**src/rtl/lock_detector.sv**
```systemverilog
// Lock detector: registered |error| magnitude feeding a hysteretic lock FSM with dwell counting.
// Optional loss-event counter built only when LOCK_DET_LOSS_COUNT_EN is defined.
module lock_detector #(
  parameter int unsigned in_bits  = 16,
  parameter int unsigned cnt_bits = 16
) (
  input  logic                       clk,
  input  logic                       rst,
  input  logic signed [in_bits-1:0]  in_data,
  input  logic                       in_valid,
  input  logic [in_bits-2:0]         thresh_lock,
  input  logic [in_bits-2:0]         thresh_unlock,
  input  logic [cnt_bits-1:0]        dwell_lock,
  input  logic [cnt_bits-1:0]        dwell_unlock,
  output logic                       locked,
  output logic [1:0]                 state,
  output logic                       lost_pulse,
  output logic [in_bits-2:0]         mag,
  output logic [15:0]                loss_count
);

  typedef enum logic [1:0] {
    UNLOCKED = 2'd0,
    ACQUIRE  = 2'd1,
    LOCKED   = 2'd2,
    HOLD     = 2'd3
  } state_t;

  localparam logic [in_bits-1:0]  MOST_NEG = {1'b1, {(in_bits-1){1'b0}}};
  localparam logic [in_bits-1:0]  IN_ONE   = {{(in_bits-1){1'b0}}, 1'b1};
  localparam logic [cnt_bits-1:0] CNT_ONE  = {{(cnt_bits-1){1'b0}}, 1'b1};

  state_t              state_q, state_d;
  logic [cnt_bits-1:0] cnt_q, cnt_d;
  logic                lost_pulse_q, lost_pulse_d;
  logic [in_bits-2:0]  mag_q, mag_d;
  logic                vld_q, vld_d;

  logic [in_bits-1:0]  in_u;
  logic [in_bits-1:0]  neg;
  logic [cnt_bits-1:0] cnt_inc;
  logic [cnt_bits-1:0] dl_eff;
  logic [cnt_bits-1:0] du_eff;
  logic                in_lock;
  logic                out_lock;

  // Stage 1: magnitude, with the most negative code clamped to the largest positive magnitude
  always_comb begin
    in_u  = in_data;
    neg   = (~in_u) + IN_ONE;
    mag_d = mag_q;
    vld_d = in_valid;
    if (in_valid) begin
      if (in_u == MOST_NEG) begin
        mag_d = '1;
      end else if (in_u[in_bits-1]) begin
        mag_d = neg[in_bits-2:0];
      end else begin
        mag_d = in_u[in_bits-2:0];
      end
    end
  end

  // Stage 2: lock FSM evaluated only on samples qualified by the delayed valid
  always_comb begin
    cnt_inc      = (cnt_q == '1) ? cnt_q : cnt_q + CNT_ONE;
    dl_eff       = (dwell_lock   == '0) ? CNT_ONE : dwell_lock;
    du_eff       = (dwell_unlock == '0) ? CNT_ONE : dwell_unlock;
    in_lock      = mag_q < thresh_lock;
    out_lock     = mag_q > thresh_unlock;
    state_d      = state_q;
    cnt_d        = cnt_q;
    lost_pulse_d = 1'b0;
    if (vld_q) begin
      unique case (state_q)
        UNLOCKED: begin
          cnt_d = '0;
          if (in_lock) begin
            if (dl_eff <= CNT_ONE) begin
              state_d = LOCKED;
            end else begin
              state_d = ACQUIRE;
              cnt_d   = CNT_ONE;
            end
          end
        end
        ACQUIRE: begin
          if (in_lock) begin
            cnt_d = cnt_inc;
            if (cnt_inc >= dl_eff) begin
              state_d = LOCKED;
              cnt_d   = '0;
            end
          end else begin
            state_d = UNLOCKED;
            cnt_d   = '0;
          end
        end
        LOCKED: begin
          cnt_d = '0;
          if (out_lock) begin
            if (du_eff <= CNT_ONE) begin
              state_d      = UNLOCKED;
              lost_pulse_d = 1'b1;
            end else begin
              state_d = HOLD;
              cnt_d   = CNT_ONE;
            end
          end
        end
        HOLD: begin
          if (out_lock) begin
            cnt_d = cnt_inc;
            if (cnt_inc >= du_eff) begin
              state_d      = UNLOCKED;
              cnt_d        = '0;
              lost_pulse_d = 1'b1;
            end
          end else begin
            state_d = LOCKED;
            cnt_d   = '0;
          end
        end
        default: begin
          state_d = UNLOCKED;
          cnt_d   = '0;
        end
      endcase
    end
  end

  always_ff @(posedge clk or posedge rst) begin
    if (rst) begin
      state_q      <= UNLOCKED;
      cnt_q        <= '0;
      lost_pulse_q <= 1'b0;
      mag_q        <= '0;
      vld_q        <= 1'b0;
    end else begin
      state_q      <= state_d;
      cnt_q        <= cnt_d;
      lost_pulse_q <= lost_pulse_d;
      mag_q        <= mag_d;
      vld_q        <= vld_d;
    end
  end

`ifdef LOCK_DET_LOSS_COUNT_EN
  logic [15:0] loss_cnt_q, loss_cnt_d;

  always_comb begin
    loss_cnt_d = loss_cnt_q;
    if (lost_pulse_d && (loss_cnt_q != '1)) begin
      loss_cnt_d = loss_cnt_q + 16'd1;
    end
  end

  always_ff @(posedge clk or posedge rst) begin
    if (rst) begin
      loss_cnt_q <= '0;
    end else begin
      loss_cnt_q <= loss_cnt_d;
    end
  end

  assign loss_count = loss_cnt_q;
`else
  assign loss_count = '0;
`endif

  assign state      = state_q;
  assign locked     = (state_q == LOCKED) || (state_q == HOLD);
  assign lost_pulse = lost_pulse_q;
  assign mag        = mag_q;

endmodule

```
**config.mk**
```make
export PLATFORM = sky130hd
export DESIGN_NAME = lock_detector
export DESIGN_NICKNAME = d
export VERILOG_FILES = /design/src/rtl/lock_detector.sv
export SDC_FILE = /design/constraint.sdc
export NUM_CORES = 1
export LEC_CHECK = 0
export ABC_AREA = 0
export CORE_MARGIN = 8
export CORE_UTILIZATION = 43
export DETAILED_ROUTE_END_ITERATION = 16
export PLACE_DENSITY = 0.77
export SETUP_SLACK_MARGIN = 0.1
export SYNTH_ARGS = -nofsm -noshare
export SYNTH_HDL_FRONTEND = slang
export SYNTH_SLANG_ARGS = --single-unit
```
**constraint.sdc**
```tcl
create_clock -name clk -period 4.3 [get_ports clk]
set_input_delay 0.86 -clock clk [delete_from_list [all_inputs] [get_ports clk]]
set_output_delay 0.86 -clock clk [all_outputs]
set_load 0.03 [all_outputs]
```
# After elaboration in Yosys (flattened, before gate mapping)
# Cells that the tools add are included.
dict set report totals {
  output_inout_bits 35
  in_bits 81
  elab_cells 57
  regBits 35
}
dict set report op_classes {
  addsub 2
  muxes 29
  bitwise 1
  n_reduce_logical 5
  magnitude_cmp 6
  n_eq_ne 9
}
# operator n
set ops {}
lappend ops {{16-bit 2-to-1 mux} 7}
lappend ops {{16-bit one-hot mux with 4 select lines} 1}
lappend ops {{16-bit == test, second input constant} 2}
lappend ops {{16-bit >= comparator} 2}
lappend ops {{16-bit by 1-bit <= comparator with 1-bit output, second input constant} 2}
lappend ops {{16-bit logical NOT} 2}
lappend ops {{15-bit 2-to-1 mux} 2}
lappend ops {{16-bit by 1-bit adder with 16-bit output, second input constant} 1}
lappend ops {{2-bit 2-to-1 mux} 8}
lappend ops {{15-bit by 1-bit adder with 15-bit output, second input constant} 1}
lappend ops {{15-bit greater-than comparator} 1}
lappend ops {{15-bit < comparator} 1}
lappend ops {{15-bit NOT} 1}
lappend ops {{1-bit 2-to-1 mux} 9}
lappend ops {{2-bit one-hot mux with 4 select lines} 1}
lappend ops {{3-bit != test, second input constant} 2}
lappend ops {{5-bit AND reduction} 1}
lappend ops {{2-bit == test, second input constant} 2}
lappend ops {{2-bit != test, second input constant} 2}
lappend ops {{2-bit by 1-bit == test with 1-bit output, second input constant} 1}
lappend ops {{2-bit logical NOT} 1}
lappend ops {{1-bit one-hot mux with 2 select lines} 1}
lappend ops {{1-bit logical OR} 1}

# Depth between registers and ports, before layout
# Gate-level depths: netlist (run 1).
dict set report depth {
  depth_word 7
  mapped_depth 18
  depth_no_buf 15
}

# Least setup slack after synthesis (run 1)
# No wires, ideal clock.
dict set report synth_path {
  path_kind {register -> register}
  from {reg cnt_q[0]}
  to {reg cnt_q[5]}
  stages_incl_launch_ff 19
  t_required_ps 4179
  t_arrival_ps 3915
  slack_ps 264
  period_less_slack_ps 4036
  cell_sequence {dfrtp_1 -> ha_1 -> and3_1 -> nand4_1 -> or3_1 -> clkbuf_1 -> nand2_1 -> nor2_1 -> xor2_1 -> ha_1 -> nand4_1 -> or4_1 -> a221o_1 -> o2111ai_1 -> o32a_1 -> buf_2 -> buf_2 -> o21ai_0 -> a22o_1}
}
dict set report synth_between {
  elab_chain_len 6
  word_cells_on_any_way 10
  classes_between {add/sub (1); order compare (2); eq/ne (1); mux (6)}
}
# element line
set synth_rtl {}
lappend synth_rtl {{from (decl)} 34} ;# logic [cnt_bits-1:0] cnt_q, cnt_d;
lappend synth_rtl {{from (signal assigned)} 141} ;# cnt_q <= cnt_d;
lappend synth_rtl {{16-bit by 1-bit adder with 16-bit output / 16-bit == test (equally long branches)} 66} ;# cnt_inc = (cnt_q == '1) ? cnt_q : cnt_q + CNT_ONE;
lappend synth_rtl {{16-bit 2-to-1 mux *} 66}
lappend synth_rtl {{16-bit >= comparator (on tied branches)} {114, 90}}
lappend synth_rtl {{16-bit 2-to-1 mux (on tied branches)} {114, 90}}
lappend synth_rtl {{16-bit 2-to-1 mux (on tied branches)} {112, 88}}
lappend synth_rtl {{16-bit one-hot mux with 4 select lines *} 75} ;# unique case (state_q)
# Mark *: on every way between the ends. The rest lies on a longest branch, timed or not.
# A chain may end at the register's enable or synchronous reset.

# Final worst setup path (run 1)
dict set report layout_path {
  from {reg cnt_q[1]}
  to {reg cnt_q[5]}
}
# The elaborated chain is that of the path after synthesis.

==> summary.txt, run 1 <==
Run status
  • Run status: completed

Worst hold path
  • Hold WC Path Type: flop to flop
  • Hold path depth: 1
  • Hold path start: cnt_q[12]$_DFFE_PP0P_

Drt
  • Final ANT Viol Nets: 0
  • Vias: 3808
  • Drt total wl: 11.5 mm
  • Initial DRC count: 187
  • Avg WL per Cell: 16.3 um
  • Drt pass-1 iters: 5
  • Drc violations: 0
  • Vias per cell: 5.39

Placed design
  • Placed insts: 695
  • DP Area: 4890 um^2
  • GPL Wtd Cong: 0.933
  • Worst slack, placed: 0.107 ns
  • IO Port Bufs: 99
  • Placed wire-length estimate: 9.58 mm

Layout
  • Final Util: 58.7%
  • Layout area overhead: 33.6%
  • Fin nets: 742
  • Share of layout cells above drive strength 1: 6.52%
  • Cell Count, Final, Fillers Out: 706
  • Final instance area: 5070 um^2
  • Ant diodes: 0

Timing
  • Skew final: 0.00642 ns
  • Slew HR: 38.9%
  • Worst Max-Slew Pin Slew: 0.916 ns
  • Fin crit share: 96.3%
  • Slew Viols, Final: 0
  • Hold Slack: 0.561 ns
  • RSZ-0062 raised after global routing: true
  • Max Clk Rate: 0.241 GHz
  • Setup TNS: 0 ns
  • Hold Vio Cnt, Final: 0
  • Post-layout min period: 4.14 ns
  • Final setup fails: 0
  • Final WS setup: 0.158 ns

Global route
  • First-pass GRT wire length: 18.3 mm
  • Gr ovfl total: 0
  • Initial antenna violation count: 0
  • Layer carrying the most global-route usage: met2
  • GRT Util Overall: 18.9%
  • Largest net degree at the start of global routing: 24
  • Met1 Use GR: 22.4%
  • Vias in the first global route: 3937
  • Met2 Resource Use GR: 34.0%
  • GR Util met3: 3.87%

Logic synthesis
  • Yosys top cell by area: dfrtp_1
  • Synth Flop Type: dfrtp_1
  • Avg Inst Size Synth: 7.76 um^2
  • Ys async rst share: 100%
  • Unique masters post-synth: 47
  • Sequential fraction of the synthesis area: 23.1%
  • Area contributors post-synth: dfrtp_1 23%, ha_1 21%, inv_1 7.4%
  • Synth top area share: 23.1%
  • Number of synthesized flops with an enable pin: 0
  • Seq cells post-synth: 35
  • Syn Inst Count: 489
  • Mapped Area: 3800 um^2
  • Warnings, synthesis: 0

Clock network
  • Bufs on Longest Clock Path: 2
  • CTS Hold Buffers Added: 0
  • Cts bufs inserted: 5
  • CTS sink cnt: 35
  • Clk_lat worst skew: 0.29 ns
  • Clk root buf: clkbuf_8
  • CTS tree: yes
  • Worst-path clk slew: 0.08 ns
  • H-tree levels: 2

Power and ir drop
  • Leak pwr: 2.44 nW
  • Power density over the cells: 261 nW/um^2
  • Peak supply drop: 122 uV
  • Design Power: 1.33 mW

Critical path
  • Worst setup endpoint: cnt_q[5]$_DFFE_PP0P_
  • R2r worst-path depth: 14
  • Type of the worst setup path: flop to flop
  • Critical Path Source Type: flop
  • Reg2reg start: cnt_q[1]$_DFFE_PP0P_
  • CP startpoint: cnt_q[1]$_DFFE_PP0P_
  • Crit-path max FO: 6
  • FF-to-FF End: cnt_q[5]$_DFFE_PP0P_
  • Worst path required time: 4.48 ns
  • CP arrival: 4.32 ns
  • Setup crit end kind: flop
  • Reg2Reg Setup Slack: 0.16 ns

Floorplan
  • Die Span Y: 110 um
  • # IOs: 116
  • Cell row count: 34
  • Starting density of the core: 44.0%
  • CORE AREA: 8640 um^2
  • Area of the die: 12100 um^2
  • Die X: 110 um

Job
  • Max-Cap Viols: 0
-- cell usage in the layout, fill, tap and decap left out, types with 12 or more instances in the layout --
master            n
dfrtp_1          34
conb_1           16
nand2_1          38
ha_1             62
xor2_1           12
nor2_1           46
nand4_1          12
inv_1            75
clkdlybuf4s50_1  99
o21ai_0          26
a21oi_1          36
-- how the worst min path moves through the flow --
stage | slack (ns) | to
2_1_floorplan | 0.49 | cnt_q[12]$_DFFE_PP0P_
3_3_place_gp | 0.54 | cnt_q[11]$_DFFE_PP0P_
3_5_place_dp | 0.54 | cnt_q[12]$_DFFE_PP0P_
4_1_cts | 0.56 | cnt_q[12]$_DFFE_PP0P_
5_1_grt | 0.61 | cnt_q[14]$_DFFE_PP0P_
6_report | 0.56 | cnt_q[12]$_DFFE_PP0P_
-- cell usage after synthesis (5+ instances only) --
cell	n
a211oi_1	5
a21oi_1	37
a22o_1	7
and2_1	5
buf_4	16
clkbuf_1	7
dfrtp_1	35
ha_1	63
inv_1	75
nand2_1	39
nand3_1	7
nand4_1	12
nor2_1	46
nor3_1	11
nor4_1	9
o21ai_0	27
or3_1	5
xnor2_1	11
xor2_1	12
-- report_power, final --
part / switching, mW / internal, mW / leakage, nW
Clock: 0.129 / 0.111 / 0.0440
Sequential: 0.0514 / 0.365 / 0.437
Combinational: 0.364 / 0.305 / 1.96
-- critical path: stages, from the launching register on --
cell and delay (ns):
dfrtp_1 0.43, ha_2 0.22, and3_4 0.21, nand4_1 0.23, nor3_1 0.31, mux2_2 0.42
ha_1 0.33, nand4_1 0.15, or4_1 0.56, a221o_1 0.30, o2111ai_1 0.11, o32a_2 0.25
buf_2 0.16, o21ai_0 0.08, a22o_1 0.25
-- kinds of logic after synthesis --
group / after synthesis / synth area share (%)
AOI/OAI and AO/OA: 104 / 17.3
DFF: 35 / 23.1
and+or+nand+nor: 155 / 19.8
muxes: 7 / 1.98
buffers and inverters: 101 / 11.6
xor gates and xnor gates: 23 / 5.31
other: 1 / 0.0988
adders and majority gates: 63 / 20.8
-- area by class of cell --
class                   count  area, um^2
clock buffers               5        68.8
clock inverters             2        13.8
fillers                   784        3570
inverters                  75         282
multi-input cells         368        2590
flip-flops and latches     35         877
well taps                 108         135
repair buffers            113        1100
-- repair_timing --
item / CTS / global route
endpoints found under the setup margin: 7 / 12
gates resized for setup: 3 / 13
pin swaps: 0 / 5
setup buffers: 0 / 3
gates cloned: 0 / 1
-- layer usage --
layer | vias up | share of wire, % | wire length [um]
li1 | 1892 | - | -
met1 | 1792 | 42 | 4850
met2 | 112 | 50 | 5820
met3 | 12 | 6.1 | 699
met4 | 0 | 1.4 | 163
met5 | - | 0 | 0
-- state kept, by name, summed over array words and instances, names as in the netlist --
name	flops
cnt_q	16
lost_pulse	1
mag	15
state	2
vld_q	1
Note: power is estimated with default switching activity, not from simulation.
==> inputs of run 2 (changes only) <==
HOLD_SLACK_MARGIN = 0.08   (was default)
SKIP_LAST_GASP = 1   (was default)
==> results of run 2 <==
Same layout as run 1: the final DEF is identical, and so are final timing and power.
==> inputs of run 3 (changes only) <==
DONT_BUFFER_PORTS = 1   (was default)
PLACE_DENSITY = default   (was 0.77)
==> summary.txt, run 3 (synthesis results as in run 1) <==
Drt
  • Final ANT Viol Nets: 0 (unchanged)
  • Initial DRC count: 176 (-5.9%)
  • Avg WL per Cell: 17.5 um (+7.1%)
  • Drt total wl: 10.7 mm (-7.1%)
  • Drt pass-1 iters: 4 (-1)
  • Vias: 3472 (-8.8%)
  • Drc violations: 0 (unchanged)
  • Vias per cell: 5.67 (+5.2%)

Timing
  • Final setup fails: 0 (unchanged)
  • Setup TNS: 0 ns (unchanged)
  • Hold Vio Cnt, Final: 0 (unchanged)
  • Worst Max-Slew Pin Slew: 0.615 ns (-0.301 ns)
  • Max Clk Rate: 0.246 GHz (+1.9%)
  • RSZ-0062 raised after global routing: false
  • Fin crit share: 94.5% (-1.8 points)
  • Slew HR: 59.0% (+20 points)
  • Post-layout min period: 4.07 ns (-0.0765 ns)
  • Slew Viols, Final: 0 (unchanged)
  • Skew final: 0.00916 ns (+0.00274 ns)

Critical path
  • Cell count along the critical path: 17 (+3)
  • CP startpoint: cnt_q[1]$_DFFE_PP0P_
  • Worst path slowest cell: or4_1
  • FF-to-FF End: cnt_q[11]$_DFFE_PP0P_
  • Crit-path max FO: 7 (+1)
  • R2r worst-path depth: 17 (+3)
  • Worst path required time: 4.47 ns (about the same)
  • Type of the worst setup path: flop to flop
  • Crit path cell chain: ha_2 > and3_4 > nand4_1 > or3_4 > nand2_4 > nor2_1 > xor2_1 > ha_1 > nand4_1 > or4_1 > a221o_1 > o2111ai_1 > o32a_4 > buf_12 > nor2_1 > buf_4 > a22o_1
  • Top delay family on crit path: simple AND/OR/NAND/NOR gates
  • CP arrival: 4.24 ns (-0.08 ns)
  • Worst Path Buf+Inv: 2 (+1)
  • Setup crit end kind: flop
  • CP max stage delay: 0.52 ns (-0.04 ns)
  • Reg2reg start: cnt_q[1]$_DFFE_PP0P_
  • Critical Path Source Type: flop
  • Reg2Reg Setup Slack: 0.23 ns (+0.08 ns)
  • Worst setup endpoint: cnt_q[11]$_DFFE_PP0P_

Floorplan
  • Die Span Y: 110 um (unchanged)
  • Area of the die: 12100 um^2 (unchanged)
  • CORE AREA: 8640 um^2 (unchanged)
  • Die X: 110 um (unchanged)
  • # IOs: 116 (unchanged)
  • Starting density of the core: 44.0% (unchanged)
  • Cell row count: 34 (unchanged)

Layout
  • Commonest non-fill, non-tap cell in the layout: inv_1
  • Most frequent cells in the layout: 75 x inv_1, 60 x ha_1, 45 x nor2_1
  • Layout area overhead: 11.1%
  • Largest reg by FF count: cnt_q
  • Fin nets: 648 (-13%)
  • Max reg flops: 16 (unchanged)
  • Ant diodes: 0 (unchanged)
  • Share of layout cells above drive strength 1: 8.93% (+2.4 points)

Run status
  • Run status: completed

Placed design
  • IO Port Bufs: 0 (-100%)
  • Placed wire-length estimate: 8.69 mm (-9.3%)
  • GPL Wtd Cong: 0.874 (-6.3%)

Clock network
  • Bufs on Longest Clock Path: 2 (unchanged)
  • Clk_lat worst skew: 0.29 ns (about the same)
  • CTS sink cnt: 35 (unchanged)
  • Worst-path clk slew: 0.08 ns (about the same)
  • Clk root buf: clkbuf_8
  • Cts bufs inserted: 5 (unchanged)
  • CTS tree: yes
  • H-tree levels: 2 (unchanged)

Global route
  • Largest net degree at the start of global routing: 36 (+50%)
  • Vias in the first global route: 3514 (-11%)
  • First-pass GRT wire length: 16.4 mm (-10%)
  • Gr ovfl total: 0 (unchanged)
  • GRT Util Overall: 17.2% (-1.7 points)
  • Initial antenna violation count: 0 (unchanged)

Power and ir drop
  • Peak supply drop: 131 uV (+7.2%)
  • Leak pwr: 2.10 nW (-14%)
  • Design Power: 1.28 mW (-3.5%)
  • Power density over the cells: 303 nW/um^2 (+16%)

Job
  • Max-Cap Viols: 0 (unchanged)

Worst hold path
  • Hold WC Path Type: input pin to async pin
-- run 3: cell count changes in the layout (fill, tap and decap cells not counted), sizes merged --
cell,previous run,this run
clkinvlp,0,1
bufinv,0,1
clkbuf,5,7
clkinv,2,0
clkdlybuf4s50,99,0
buf,14,17
-- run 3: area by class of cell --
| type | instances | area [um^2] |
|---|---|---|
| Clock buffer | 5 | 68.8 |
| Clock inverter | 2 | 37.5 |
| Fill cell | 878 | 4420 |
| Inverter | 75 | 282 |
| Multi-Input combinational cell | 368 | 2630 |
| Sequential cell | 35 | 876 |
| Tap cell | 108 | 135 |
| Timing Repair Buffer | 19 | 190 |
-- run 3: stage by stage --
step / utilization (%) / hold slack, ns / instance area, um^2 / instances / worst slack [ns]
3_3_place_gp: 45.6 / 0.519 / 3940 / 599 / 0.265
4_1_cts: 46.9 / 0.545 / 4050 / 607 / 0.173
2_1_floorplan: - / 0.494 / 3850 / 504 / 0.264
3_5_place_dp: 45.6 / 0.520 / 3940 / 599 / 0.128
6_report: 48.8 / 0.558 / 4220 / 612 / 0.234
5_1_grt: 48.8 / 0.581 / 4220 / 612 / 0.0730
-- run 3: worst min path at each step --
| stage | to | depth (start not counted) | slack [ns] | startpoint |
|---|---|---|---|---|
| floorplan | cnt_q[12]$_DFFE_PP0P_ | 1 | 0.49 | cnt_q[12]$_DFFE_PP0P_ |
| global route | vld_q$_DFF_PP0_ | 0 | 0.58 | in_valid |
| finish | cnt_q[2]$_DFFE_PP0P_ | 2 | 0.56 | rst |
| CTS | cnt_q[12]$_DFFE_PP0P_ | 1 | 0.55 | cnt_q[12]$_DFFE_PP0P_ |
| global placement | cnt_q[11]$_DFFE_PP0P_ | 1 | 0.52 | cnt_q[11]$_DFFE_PP0P_ |
| detailed placement | cnt_q[11]$_DFFE_PP0P_ | 1 | 0.52 | cnt_q[11]$_DFFE_PP0P_ |
-- run 3: power breakdown --
group	internal, mW	leakage, nW	switching, mW
Sequential	0.363	0.439	0.119
Combinational	0.228	1.61	0.272
Clock	0.169	0.0502	0.126
Total	0.760	2.10	0.518
-- run 3: worst reg2reg max path, cell delays in order (launching register included) --
cell and delay (ns):
dfrtp_1 0.37, ha_2 0.20, and3_4 0.22, nand4_1 0.18, or3_4 0.46, nand2_4 0.11
nor2_1 0.06, xor2_1 0.16, ha_1 0.29, nand4_1 0.13, or4_1 0.52, a221o_1 0.30
o2111ai_1 0.14, o32a_4 0.27, buf_12 0.12, nor2_1 0.05, buf_4 0.18, a22o_1 0.20
-- run 3: metal layers --
layer / up-vias / GRT usage (%) / part of all wire, %
met1: 1626 / 19.1 / 40
met4: 0 / 5.21 / 2.1
li1: 1706 / - / -
met5: - / 0 / 0
met2: 116 / 30.5 / 49
met3: 24 / 5.51 / 8.3
-- run 3: what timing repair did --
action,CTS,global route
gates resized for setup,0,16
cloned,0,2
hold buffers,0,0
endpoints found under the setup margin,3,12
pin swaps,0,6
buffers inserted,1,3
